--- config.mk ---
export PLATFORM = sky130hd
export DESIGN_NAME = edge_event_arbiter
export DESIGN_NICKNAME = d
export VERILOG_FILES = /design/src/rtl/edge_event_arbiter.sv
export SDC_FILE = /design/constraint.sdc
export NUM_CORES = 1
export LEC_CHECK = 0
export CAP_MARGIN = 20
export CELL_PAD_IN_SITES_DETAIL_PLACEMENT = 0
export CELL_PAD_IN_SITES_GLOBAL_PLACEMENT = 1
export CORE_UTILIZATION = 36
export DETAILED_ROUTE_END_ITERATION = 8
export PLACE_DENSITY = 0.82
export SETUP_SLACK_MARGIN = 0.1
export SLEW_MARGIN = 20
export SYNTH_ARGS = -nofsm -noshare
export SYNTH_HDL_FRONTEND = slang
export SYNTH_SLANG_ARGS = --single-unit
--- constraint.sdc ---
create_clock -name clock -period 2 [get_ports clock]
set_clock_uncertainty 0.2 [all_clocks]
set_input_delay 0.4 -clock clock [delete_from_list [all_inputs] [get_ports clock]]
set_output_delay 0.4 -clock clock [all_outputs]
set_load 0.005 [all_outputs]
--- src/rtl/edge_event_arbiter.sv ---
// edge_event_arbiter: synchronises CH async lines, detects mode-selected edges and round-robins them onto one valid/ready event stream
// Ports: clock/rst (async active-high); din raw lines; mode 2 bits per channel (00 off, 01 rise, 10 fall, 11 both);
//        evt_valid/evt_ready/evt_ch/evt_rise output event slot; ovf sticky per-channel overflow; ovf_clr clears ovf.
module edge_event_arbiter #(
  parameter int CH = 4,
  parameter int SYNC_STAGES = 2,
  localparam int CHW = $clog2(CH)
) (
  input  logic            clock,
  input  logic            rst,
  input  logic [CH-1:0]   din,
  input  logic [2*CH-1:0] mode,
  output logic            evt_valid,
  input  logic            evt_ready,
  output logic [CHW-1:0]  evt_ch,
  output logic            evt_rise,
  output logic [CH-1:0]   ovf,
  input  logic            ovf_clr
);
  localparam int AW = $clog2(SYNC_STAGES + 2);
  localparam logic [CHW:0] CHN = (CHW+1)'(CH);
  localparam logic [CHW-1:0] LAST = CHW'(CH - 1);
  logic [SYNC_STAGES-1:0][CH-1:0] sync_q;
  logic [CH-1:0] prev_q, pend_q, pend_d, pol_q, pol_d, ovf_q, ovf_d, s, edg, qual, take;
  logic [AW-1:0] arm_q, arm_d;
  logic [CHW-1:0] ptr_q, ptr_d, win, ch_q, ch_d;
  logic valid_q, valid_d, rise_q, rise_d, load, grant;
  logic [CHW:0] sum;
  always_comb begin
    s = sync_q[SYNC_STAGES-1];
    edg = s ^ prev_q;
    arm_d = arm_q == '0 ? arm_q : arm_q - AW'(1);
    for (int i = 0; i < CH; i++)
      qual[i] = (arm_q == '0) & edg[i] & (s[i] ? mode[2*i] : mode[2*i+1]);
    // downward scan so the pending channel closest above the pointer is assigned last
    win = ptr_q;
    sum = '0;
    for (int j = CH - 1; j >= 0; j--) begin
      sum = {1'b0, ptr_q} + (CHW+1)'(j);
      sum = sum >= CHN ? sum - CHN : sum;
      if (pend_q[sum[CHW-1:0]]) win = sum[CHW-1:0];
    end
    load = ~valid_q | evt_ready;
    grant = load & |pend_q;
    take = grant ? CH'(1) << win : '0;
    pend_d = qual | (pend_q & ~take);
    ovf_d = (qual & pend_q & ~take) | (ovf_q & {CH{~ovf_clr}});
    for (int i = 0; i < CH; i++)
      pol_d[i] = qual[i] & (~pend_q[i] | take[i]) ? s[i] : pol_q[i];
    valid_d = load ? |pend_q : valid_q;
    ch_d = grant ? win : ch_q;
    rise_d = grant ? pol_q[win] : rise_q;
    ptr_d = grant ? (win == LAST ? '0 : win + CHW'(1)) : ptr_q;
  end
  always_ff @(posedge clock or posedge rst)
    if (rst) begin
      sync_q <= '0;
      prev_q <= '0;
      pend_q <= '0;
      pol_q <= '0;
      ovf_q <= '0;
      arm_q <= AW'(SYNC_STAGES + 1);
      ptr_q <= '0;
      ch_q <= '0;
      valid_q <= 1'b0;
      rise_q <= 1'b0;
    end else begin
      sync_q <= {sync_q[SYNC_STAGES-2:0], din};
      prev_q <= s;
      pend_q <= pend_d;
      pol_q <= pol_d;
      ovf_q <= ovf_d;
      arm_q <= arm_d;
      ptr_q <= ptr_d;
      ch_q <= ch_d;
      valid_q <= valid_d;
      rise_q <= rise_d;
    end
  assign evt_valid = valid_q;
  assign evt_ch = ch_q;
  assign evt_rise = rise_q;
  assign ovf = ovf_q;
endmodule
Yosys cells after proc, flatten, opt, wreduce, memory -nomap -nowiden. Cells that the tools add are included. Widths: inputs -> output; s select.

Flip-flop bits (word level): 32. Bits of input ports: 16. Output and inout port bits: 8. Word-level logic and storage cells: 92.

$add $sub $neg: 9. $lt $le $gt $ge: 9. Equality and inequality tests: 1. Shift-type cells: 1. Multiplexer cells: 24. Bitwise logic cells: 32. Reductions and logical operators: 2.

Operators by type and width (number): $mux 2 (9); $and 4x4->4 (4); $lt 2x3->1 const B (5); $and 1x1->1 (13); $bmux 1 s2 (5); $sub 2x1->2 const B (5); $ge 3x3->1 const B (3); $mux 1 (9); $or 4x4->4 (2); $add 2x2->3 const B (2); $not 1->1 (6); $or 1x1->1 (5); $mux 4 (1); $not 4->4 (1); $reduce_or 4->1 (1); $shl 1x2->4 const A (1); $xor 4x4->4 (1); $add 2x1->3 const B (1); $ge 2x3->1 const B (1); $add 2x1->2 const B (1); $eq 2x2->1 const B (1); $logic_not 2->1 (1).

Logic depth before layout (Yosys ltp). Gate-level depths: netlist of the first run.

Depth after elaboration: 14. Gate-level depth with buffers: 9. Depth with buffers taken out: 8.

Least setup slack after synthesis of the first run. No wires, ideal clock.

Path kind: flip-flop to flip-flop. From: reg pend_q[0]. To: reg pol_q[2]. Setup time: 125 ps. Arrival time: 1700 ps. Required time: 1675 ps. Path slack: -24 ps. Cell stages (with the launch flop): 7. Buffers on the path: 0. Clock period less this slack: 2024 ps. Path through: dfrtp_1 > a21o_1 > o31ai_2 > ha_1 > nand2_1 > a21oi_1 > mux2_2.

Cells in the longest elaborated chain, start to end: 10. Elaborated cells on any way between the ends: 18.

Ends and longest elaborated chain: from (decl) (line 24) `logic [CH-1:0] prev_q, pend_q, pend_d, pol_q, pol_d, ovf_q, ovf_d, s, edg, qual, take;`; from (signal assigned) (line 70) `pend_q <= pend_d;`; $bmux 1 s2 (line 41) `if (pend_q[sum[CHW-1:0]]) win = sum[CHW-1:0];`; $mux 1 (implied by the code) (line 41); $mux 2 (3 in series) (line 41); $mux 2 * (line 41); via win[1] (line 26) `logic [CHW-1:0] ptr_q, ptr_d, win, ch_q, ch_d;`; $shl 1x2->4 * (line 45) `take = grant ? CH'(1) << win : '0;`; $mux 4 * (line 45); $or 1x1->1 * (line 49) `pol_d[i] = qual[i] & (~pend_q[i] | take[i]) ? s[i] : pol_q[i];`; $and 1x1->1 * (line 49); to (signal assigned) (line 71) `pol_q <= pol_d;`; to (decl) (line 24).

The timed path passes the listed nets; every way through them passes the cells marked *. The select of a mux whose other input is x is not followed. A chain may end at the register's enable or synchronous reset.

Worst setup path after layout of the first run.
From: reg pend_q[0]. To: reg pol_q[3].

The elaborated chain is that of the path after synthesis.

==> results.yml, run 1 <==
min_path:
  hold_class: "flip-flop to flip-flop"
sta:
  rsz0062_at_grt: "yes"
  min_period_ns: 2.05
  hold_viol_final: 0
  slew_viol_final: 0
  min_period_over_period_pct: 103
  setup_violations: 3
  clock.fmax_mhz: 487
  timing.final.ws_setup_ns: -0.0520
  max_slew_margin_pct: 73.6
  worstMarginPinSlew_ns: 0.397
synthesis:
  ys_ff_latch: 32
  async_flop_share_pct: 100
  synth_area_per_cell_um2: 11.2
  synth_area_mm2: 0.00139
  synth_cell_types: 30
  ys_warn_count: 0
  syn_inst: 124
  synth_edf_count: 0
  syn-num-nets: 145
  synthFlopType: "dfrtp_1"
  seq_area_frac_synth_pct: 57.6
placed_design:
  pre_cts_ws_ns: -0.0695
  hpwl_um: 2050
  globalplace.congestion: 0.789
  port_buffers: 23
  placed_cell_area_mm2: 0.00182
floorplanning:
  ioPinCount: 24
  rows: 22
  core-area_mm2: 0.00369
  die_x_um: 64.2
  die_area_mm2: 0.00412
  fp.dieH_um: 64.2
  initial_utilization_pct: 37.8
cells_and_area:
  drive_gt1_share_pct: 35.5
  fill_cells: 345
  diodes: 0
  multiInputGateArea_um2: 614
  finalNetCount: 192
  design_area_mm2: 0.00201
  syn_to_final_growth_pct: 44.0
  area.sequential_um2: 807
routing:
  ant_nets: 0
  drt-pass1-iter-count: 3
  drc_errors: 0
  routed_wl_um: 2910
  drt_iter0_drc: 28
  vias: 1041
  via_per_inst: 4.73
  avgRoutedWirePerCell_um: 13.2
critical_path:
  crit_path_end_kind: "flip-flop"
  cp.required_ns: 1.97
  path_max_fanout: 5
  arrival_ns: 2.03
  path_class: "flip-flop to flip-flop"
  start_kind: "flip-flop"
cts:
  clock_latency_ns: 0.29
  clk_root_buffer_cell: "clkbuf_8"
  cts_tree: "yes"
  clk_pin_slew_worst_paths_ns: 0.06
  htreeDepth: 2
  holdBufCountCts: 0
  clock-sinks: 32
  cts_made_buffers: 5
  clk_path_buf_depth: 2
grt:
  grt_pass1_vias: 1084
  gr-usage-all-layers_pct: 15.6
  overflow: 0
  antenna_found_initial: 0
  grt_pass1_wl_um: 4750
  grt_start_max_net_pins: 33
power:
  power_uw: 2860
  p_per_area_mw_per_mm2: 1420
  total_leakage_power_uw: 0.000893
  ir_worst_vdd_uv: 576
status:
  status: "finished, violations left"
  violations: "negative setup slack"
job:
  maxCapViolations: 0
worst max-delay path, cell delays in order (launching register included):
cell and delay [ns]:
dfrtp_2 0.43, a21o_1 0.19, o31ai_4 0.34, ha_2 0.25, nand2_2 0.06, a21oi_2 0.15, mux2_4 0.30
per-layer routing:
layer  vias up  global-route usage, %  wire length, um
li1        509                      -                -
met4         0                   7.50               80
met2        20                   26.2             1440
met3         8                   5.71              122
met1       504                   17.6             1260
met5         -                      0                0
metrics by stage:
step	hold slack, ns	TNS, ns	util, %	cells
3_5_place_dp	0.137	-0.254	49.2	209
2_1_floorplan	0.131	0	-	124
5_1_grt	0.158	-0.407	54.4	220
6_report	0.150	-0.0952	54.4	220
4_1_cts	0.152	-0.0627	52.6	219
3_3_place_gp	0.132	-0.166	49.2	209
cell usage after synthesis (all sizes together), types with 2 or more instances:
master | instances | area, um^2
a21oi | 6 | 41.3
nor2b | 3 | 26.3
dfrtp | 30 | 751
a21o | 2 | 16.3
mux2 | 6 | 67.6
dfstp | 2 | 52.6
nand3b | 4 | 30.0
nand2 | 23 | 86.3
nor2 | 3 | 11.3
inv | 14 | 52.6
ha | 5 | 62.6
o22ai | 4 | 25.0
o21ai | 10 | 57.6
where the power goes:
group / switching, uW / internal (uW) / total [uW]
Combinational: 596 / 769 / 1360
Clock: 239 / 274 / 513
Sequential: 155 / 827 / 982
registers in the layout (all words and copies together) (netlist names):
signal / flops
arm_q: 2
evt_ch: 2
evt_rise: 1
evt_valid: 1
ovf: 4
pend_q: 4
pol_q: 4
prev_q: 4
ptr_q: 2
s: 4
sync_q: 4
timing repair:
| item | in CTS | in global routing |
|---|---|---|
| endpoints found under the setup margin | 5 | 9 |
| buffers inserted | 2 | 2 |
| pin swaps | 2 | 9 |
| resized for setup | 4 | 16 |
final timing paths:
kind | startpoint | end | slack [ns] | cells past startpoint
min | sync_q[2] | s[2] | 0.15 | 0
max reg2reg | pend_q[0] | pol_q[3] | -0.05 | 6
min reg2reg | sync_q[2] | s[2] | 0.15 | 0
min in group asynchronous | rst | pend_q[1] | 0.30 | 3
max | pend_q[0] | pol_q[3] | -0.05 | 6
max in group asynchronous | rst | arm_q[1] | 0.98 | 3
layout make-up:
class,instances,share of cell area (%)
inverter,14,2.62
timing repair buffer,42,19.0
clock inverter,2,0.499
clock buffer,6,4.11
sequential,32,40.2
tap,48,2.99
multi-input combinational,76,30.6
cells in the final DEF, fill, tap and decap left out, types with 2 or more instances in the layout:
cell,count
ha_2,3
clkinv_2,2
ha_1,2
mux2_2,3
o21ai_2,2
dfrtp_2,3
nor2_1,3
o21ai_0,7
a21oi_2,4
buf_4,17
inv_1,13
mux2_4,3
clkdlybuf4s50_1,23
dfrtp_1,27
dfstp_2,2
nand2_2,2
nand3b_1,4
o22ai_1,4
nor2b_4,2
clkbuf_8,6
nand2_1,21
buf_6,2
logic make-up after synthesis:
family | after synthesis | share of synthesized area [%]
compound gates | 27 | 13.9
xor+xnor | 1 | 0.628
fa+ha+maj | 5 | 4.49
buf+inv | 16 | 4.85
flops | 32 | 57.6
mux | 6 | 4.85
simple gates | 37 | 13.6
Note: power is estimated with default switching activity, not from simulation.
==> run 2, diff against run 1 <==
--- a/config.mk
+++ b/config.mk
@@ -5,14 +5,16 @@
 export SDC_FILE = /design/constraint.sdc
 export NUM_CORES = 1
 export LEC_CHECK = 0
-export CAP_MARGIN = 20
+export CAP_MARGIN = 10
 export CELL_PAD_IN_SITES_DETAIL_PLACEMENT = 0
 export CELL_PAD_IN_SITES_GLOBAL_PLACEMENT = 1
 export CORE_UTILIZATION = 36
 export DETAILED_ROUTE_END_ITERATION = 8
+export HOLD_SLACK_MARGIN = 0.12
 export PLACE_DENSITY = 0.82
 export SETUP_SLACK_MARGIN = 0.1
 export SLEW_MARGIN = 20
 export SYNTH_ARGS = -nofsm -noshare
 export SYNTH_HDL_FRONTEND = slang
 export SYNTH_SLANG_ARGS = --single-unit
+export TNS_END_PERCENT = 20
==> run 2 against run 1 <==
  * Critical path type unchanged
  * Via count is 0.48% lower
  * Hold slack hardly changed
  * Combinational power hardly changed
  * Utilization is 0.61 points lower
  * Sequential power hardly changed
  * Worst setup slack worse by 0.0087 ns
  * Fmax is 0.42% lower
  * Non-clock buffer count stayed put
  * Clock power hardly changed
  * The flow still finishes with violations (negative setup slack)
  * Routed wire length is 0.65% lower
==> results.yml, run 2 (synthesis gave the netlist of run 1 again) <==
critical_path:
  start_kind: "flip-flop"
  arrival_ns: 2.03
  path_class: "flip-flop to flip-flop"
  regToRegSetupSlack_ns: -0.06
  cp.required_ns: 1.97
  path_max_fanout: 4
  crit_path_end_kind: "flip-flop"
  rr_worst_depth: 6
cells_and_area:
  layout_commonest_cell: "dfrtp_1"
  fin_util_pct: 53.8
  drive_gt1_share_pct: 33.7
  syn_to_final_growth_pct: 42.4
  finalNetCount: 192
  fill_cells: 342
  mostFrequentLayoutCells: "dfrtp_1 (27), clkdlybuf4s50_1 (23), nand2_1 (21)"
  diodes: 0
sta:
  setup_violations: 4
  min_period_over_period_pct: 103
  clock.fmax_mhz: 485
  worstMarginPinSlew_ns: 0.399
  hold_viol_final: 0
  timing.final.ws_setup_ns: -0.0607
  hold_ws_ns: 0.149
  rsz0062_at_grt: "yes"
  slew_viol_final: 0
  max_slew_margin_pct: 73.2
  min_period_ns: 2.06
grt:
  overflow: 0
  antenna_found_initial: 0
  gr-usage-all-layers_pct: 15.5
  grt_start_max_net_pins: 33
  grt_pass1_vias: 1067
  grt_pass1_wl_um: 4710
routing:
  drt_iter0_drc: 49
  ant_nets: 0
  via_per_inst: 4.71
  drt-pass1-iter-count: 4
  avgRoutedWirePerCell_um: 13.1
  drc_errors: 0
  vias: 1036
  routed_wl_um: 2890
power:
  p_clk_share_pct: 18.1
  p_comb_share_pct: 47.2
  total_leakage_power_uw: 0.000888
  ir_worst_vdd_uv: 550
  p_int_uw: 1860
  p_sw_uw: 965
  p_seq_share_pct: 34.6
  sw_frac_of_total_pct: 34.2
  power_uw: 2830
  p_per_area_mw_per_mm2: 1420
cts:
  clock_latency_ns: 0.29
  clk_path_buf_depth: 2
  clk_root_buffer_cell: "clkbuf_8"
  holdBufCountCts: 0
  htreeDepth: 2
  cts_made_buffers: 5
  clock-sinks: 32
  clk_pin_slew_worst_paths_ns: 0.07
  cts_tree: "yes"
min_path:
  hold_class: "flip-flop to flip-flop"
  hold_depth: 0
floorplanning:
  core-area_mm2: 0.00369
  fp.dieH_um: 64.2
  die_x_um: 64.2
  ioPinCount: 24
  rows: 22
  die_area_mm2: 0.00412
  initial_utilization_pct: 37.8
status:
  violations: "negative setup slack"
  status: "finished, violations left"
placed_design:
  pre_cts_ws_ns: -0.0695
  globalplace.congestion: 0.789
  port_buffers: 23
  hpwl_um: 2050
job:
  maxCapViolations: 0
==> run 2: path summary, 6_finish.rpt <==
| check | start | to |
|---|---|---|
| max | pend_q[1] | pol_q[3] |
| min | sync_q[2] | s[2] |
| max reg2reg | pend_q[1] | pol_q[3] |
| min reg2reg | sync_q[2] | s[2] |
| max in group asynchronous | rst | arm_q[1] |
| min in group asynchronous | rst | pend_q[1] |
==> run 2: per-layer routing <==
metal	GRT usage, %	vias to the layer above	wire length, um
met4	7.50	0	54
met5	0	-	0
met3	5.71	7	114
met1	17.6	502	1290
li1	-	508	-
met2	25.8	19	1430
==> run 2: repair_timing <==
action	CTS	global route
gates resized for setup	2	13
setup endpoints to repair	5	8
buffers inserted	1	2
pin swaps	2	8
hold endpoints to repair	0	0
==> run 2: critical path, stage by stage, from the launching register on <==
cell and delay [ns]:
dfrtp_1 0.42, a21o_1 0.20, o31ai_4 0.34, ha_2 0.25
nand2_2 0.06, a21oi_2 0.15, mux2_4 0.30
==> run 2: area by class of cell <==
cell class	instances	area, um^2	share of cell area [%]
multi-input cells	76	599	30.2
clock buffers	6	82.6	4.16
flip-flops and latches	32	807	40.7
inverters	14	52.6	2.65
clock inverters	2	10.0	0.504
well taps	48	60.1	3.03
repair buffers	42	373	18.8
==> run 2: power groups by stage <==
stage	registers, uW	clock network, uW	logic (uW)
3_5_place_dp	985	0	1120
6_report	979	512	1330
4_1_cts	974	525	1170
2_1_floorplan	953	0	648
3_3_place_gp	970	0	1090
5_1_grt	1000	557	1450
==> run 2: per-stage QoR <==
stage	setup TNS (ns)	std cells	cell area, um^2
global route	-0.470	220	1980
global placement	-0.166	209	1820
CTS	-0.0625	218	1920
detailed placement	-0.254	209	1820
finish	-0.107	220	1980
floorplan	0	124	1420
==> patch 1 (config.mk and constraints of run 2) <==
`SYNC_STAGES`: 2 -> 4.
--- a/src/rtl/edge_event_arbiter.sv
+++ b/src/rtl/edge_event_arbiter.sv
@@ -5,3 +5,3 @@
   parameter int CH = 4,
-  parameter int SYNC_STAGES = 2,
+  parameter int SYNC_STAGES = 4,
   localparam int CHW = $clog2(CH)
Function: changed (Yosys sat finds a counterexample within 10 cycles, from zero or initial values and one cycle with rst high).
==> patch 1 against run 2 <==
The flow still finishes with violations (setup timing); worst setup slack worse by 44 ps; global-route usage hardly changed; sequential cell count is 9 higher; design area is 21% higher; largest power group unchanged; area after synthesis is 22% higher; critical path depth is 2 higher; routed wire length is 17% higher; critical endpoint is now pol_q[1]; power is 16% higher.
==> patch 1: results (changes against run 2) <==
[outcome]
outcome = finished with violations
violations = setup timing

[power_and_ir_drop]
pg_comb_uw = 1610  ; +21%
switching_share_pct = 34.7  ; +0.49 points
irDropWorstVdd_v = 0.000538  ; -2.1%
powerSeq_uw = 1160  ; +18%

[cts]
postCtsSetupRepairBufs = 4  ; +3
htree_levels = 2  ; unchanged
clock-root-buffer = clkbuf_8

[final_layout]
top_register = sync_q
fillCellCount = 401  ; +17%
drive_above_1_share_pct = 37.9  ; +4.2 points
fin_nets = 224  ; +17%

[drt]
drt_iter0_drc = 63  ; +29%
first_pass_iters = 6  ; +2
vias = 1227  ; +18%
post_drt_wl_per_cell_um = 13.2  ; +0.89%
finalWirelength_um = 3380  ; +17%

[grt]
grt_first_pass_wirelength_um = 5980  ; +27%
grt_max_degree = 23  ; -30%
grtUsageTotal_pct = 15.6  ; +0.044 points
grt_pass1_vias = 1313  ; +23%

[synth]
synth_compound_area_share_pct = 11.3  ; -2.6 points
ys_types = 35  ; +17%
yosysSeqAreaShare_pct = 60.3  ; +2.7 points
synth_mux_area_share_pct = 3.89  ; -0.96 points
syn_inst = 144  ; +16%
syn-num-nets = 166  ; +14%
synthAdderAreaFrac_pct = 4.40  ; -0.086 points
synth_commonest_cells = dfrtp_1, nand2_1, inv_1, ha_1
yosys-top-cells-area = dfrtp_1, nand2_1, ha_1
synth_xor_area_share_pct = 0.514  ; -0.11 points

[sta]
worst_pin_slew_ps = 418  ; +18.9 ps
worst_slack_ps = -105  ; -44.4 ps
setup_viol = 4  ; unchanged

[placed_design]
gp_congestion = 0.914  ; +16%
place_hpwl_um = 2460  ; +20%
placedCellCount = 243  ; +16%

[setup_path]
crit_fanout = 5  ; +1
crit_arrival_ps = 2080  ; +50 ps

## patch 1: stage by stage
step	TNS (ps)	worst slack, ps	instance area, µm²	power (µW)
finish	-369	-105	2390	3290
detailed placement	-958	-231	2210	2570
CTS	-373	-113	2380	3280
global placement	-602	-160	2210	2530
global route	-677	-195	2390	3540
floorplan	-449	-118	1730	1920
## patch 1: worst max-delay path, cell delays in order (launching register included)
cell     delay [ps]
dfrtp_2         440
or2_1           250
a21oi_2         160
and3_4          250
ha_4            140
inv_2            40
o21ai_4         130
nand3_2          90
mux2_4          310
## patch 1: metal layers
metal / share of wire (%) / track usage [%] / vias to the layer above
met4: 1.8 / 6.00 / 0
li1: - / - / 591
met2: 51 / 26.2 / 24
met5: 0 / 0 / -
met3: 3.1 / 3.85 / 7
met1: 44 / 19.5 / 605
## patch 1: layout make-up
class | count | share of cell area [%]
clock buffers | 6 | 3.03
repair buffers | 53 | 19.2
multi-input cells | 85 | 28.9
clock inverters | 2 | 0.418
flip-flops and latches | 41 | 43.1
well taps | 52 | 2.72
inverters | 16 | 2.61
## patch 1: cell families (layout without fill, tap and decap cells)
kind of cell	count (synthesis)	after routing
buffers and inverters	18	77
and+or+nand+nor	46	46
DFF	41	41
adders and majority gates	6	6
muxes	5	5
AOI/OAI and AO/OA	27	27
xor gates and xnor gates	1	1
## patch 1: path summary, 6_finish.rpt
kind	startpoint	endpoint	slack [ps]	cells past startpoint
worst max register to register	pend_q[0]	pol_q[1]	-110	8
min in group asynchronous	rst	prev_q[1]	250	3
worst max-delay path	pend_q[0]	pol_q[1]	-110	8
max in group asynchronous	rst	pend_q[3]	1080	3
worst min-delay path	sync_q[10]	s[2]	150	0
worst min register to register	sync_q[10]	s[2]	150	0
==> patch 2 (flow settings as in run 2) <==
Without the edit above. Add an input register stage for `mode`, cleared by the reset; this delays it by one clock. The other inputs are not delayed to match.
--- a/src/rtl/edge_event_arbiter.sv
+++ b/src/rtl/edge_event_arbiter.sv
@@ -22,2 +22,13 @@
   localparam logic [CHW-1:0] LAST = CHW'(CH - 1);
+
+  logic [2*CH-1:0] mode_q;
+
+  always_ff @(posedge clock or posedge rst) begin
+    if (rst) begin
+      mode_q <= '0;
+    end else begin
+      mode_q <= mode;
+    end
+  end
+
   logic [SYNC_STAGES-1:0][CH-1:0] sync_q;
@@ -33,3 +44,3 @@
     for (int i = 0; i < CH; i++)
-      qual[i] = (arm_q == '0) & edg[i] & (s[i] ? mode[2*i] : mode[2*i+1]);
+      qual[i] = (arm_q == '0) & edg[i] & (s[i] ? mode_q[2*i] : mode_q[2*i+1]);
     // downward scan so the pending channel closest above the pointer is assigned last
Formal check against the unedited RTL: not equivalent (a bounded check fails within 10 cycles, from zero or initial values and one cycle with rst high).
==> patch 2 against run 2 <==
The flow still finishes with violations (setup timing); power grew 9.4%; non-clock buffer count grew 2; sequential cell count rose by 8; worst setup slack worse by 9.4 ps; sequential share of layout area up 4.5 points; routed wire length is 3.2% higher; area after synthesis increased by 14%; global-route usage shrank 1.4 points; cell count rose by 5.5%; utilization up 0.47 points; design area up 13%; largest cell class unchanged.
==> patch 2: results (changes against run 2) <==
[sta]
relSlewSlack_pct = 71.7  ; -1.4 points
setup_viol = 4  ; unchanged
whs_ps = 151  ; +1.41 ps
worst_slack_ps = -70.1  ; -9.38 ps

[placed_design]
gp_congestion = 0.778  ; -1.3%
place_ws_ps = -93.3  ; -23.8 ps
portBuffers = 23  ; unchanged
place_hpwl_um = 2180  ; +6.5%

[drt]
finalWirelength_um = 2980  ; +3.2%
drt_iter0_drc = 22  ; -55%
first_pass_iters = 4  ; unchanged
vias = 1084  ; +4.6%

[grt]
grt_first_pass_wirelength_um = 4640  ; -1.6%
grt_max_degree = 23  ; -30%
grtUsageTotal_pct = 14.2  ; -1.4 points
antenna_found_initial = 0  ; unchanged
grt_pass1_vias = 1018  ; -4.6%

[synth]
synth_commonest_cells = dfrtp_1, nand2_1, inv_1, o21ai_0
syn-num-nets = 153  ; +5.5%
async_reset_ff_share_pct = 100  ; unchanged
yosysSeqAreaShare_pct = 63.0  ; +5.3 points
yosys-top-cells-area = dfrtp_1, nand2_1, ha_1

[power_and_ir_drop]
power_clock_uw = 631  ; +23%
power_leakage_uw = 0.000999  ; +12%
intPower_uw = 2120  ; +14%
p_sw_uw = 973  ; +0.79%
combinationalPowerShare_pct = 42.2  ; -5.0 points
irDropWorstVdd_v = 0.000640  ; +16%

[final_layout]
largest_reg_flops = 8
drive_above_1_share_pct = 35.2  ; +1.4 points
fillCellCount = 350  ; +2.3%
fin_nets = 202  ; +5.2%
top_register = mode_q

[hold_path]
hp-start = sync_q[3]
whs_endpoint = s[3]
hp-class = reg -> reg

[setup_path]
critPathLaunch = ptr_q[0]
crit_fanout = 4  ; unchanged
r2r_cells = 7  ; +1
crit_path_end = pol_q[3]
slowest_delay_ps = 380  ; -40 ps
critPathSlowestCell = dfrtp_1

[outcome]
violations = setup timing
outcome = finished with violations

-- patch 2: cell count changes after synthesis, sizes merged --
cell	run 2	this run
dfrtp	30	38
-- patch 2: area by class of cell --
class	count	share of cell area (%)
repair buffers	44	17.9
flip-flops and latches	40	45.2
multi-input cells	76	26.7
inverters	14	2.35
clock inverters	3	1.90
well taps	50	2.80
clock buffers	5	3.08
-- patch 2: metal layers --
| layer | vias to the layer above | global-route usage (%) | share of wire (%) |
|---|---|---|---|
| met2 | 23 | 24.0 | 52 |
| met3 | 4 | 4.61 | 3.4 |
| met4 | 0 | 6.25 | 1.0 |
| met5 | - | 0 | 0 |
| met1 | 519 | 16.2 | 43 |
| li1 | 538 | - | - |
-- patch 2: cells by family after synthesis --
kind of cell             share of synthesized area [%]
buffers and inverters                             4.24
flip-flops                                        63.0
multiplexers                                      4.24
adder cells (fa/ha/maj)                           3.92
XOR/XNOR                                         0.550
AO/OA/AOI/OAI                                     12.2
AND/OR/NAND/NOR                                   11.9
-- patch 2: per-stage QoR --
| stage | area, µm² | std cells | TNS, ps | util [%] |
|---|---|---|---|---|
| finish | 2230 | 232 | -185 | 54.3 |
| floorplan | 1620 | 132 | 0 | - |
| global route | 2230 | 232 | -495 | 54.3 |
| global placement | 2030 | 219 | -246 | 49.3 |
| detailed placement | 2030 | 219 | -380 | 49.3 |
| CTS | 2180 | 230 | -57.6 | 53.0 |
-- patch 2: what timing repair did --
action	CTS	global route
pin swaps	1	7
cloned	0	0
buffers inserted	3	2
endpoints found under the setup margin	6	7
gates resized for setup	7	11
hold buffers	0	0
-- patch 2: worst max-delay path: cells and delay by family (launching register included) --
kind            cells  cell delay [ps]
simple gates        1               60
mux                 1              300
fa+ha+maj           1              240
buf+inv             1               60
flops               1              380
compound gates      3              700
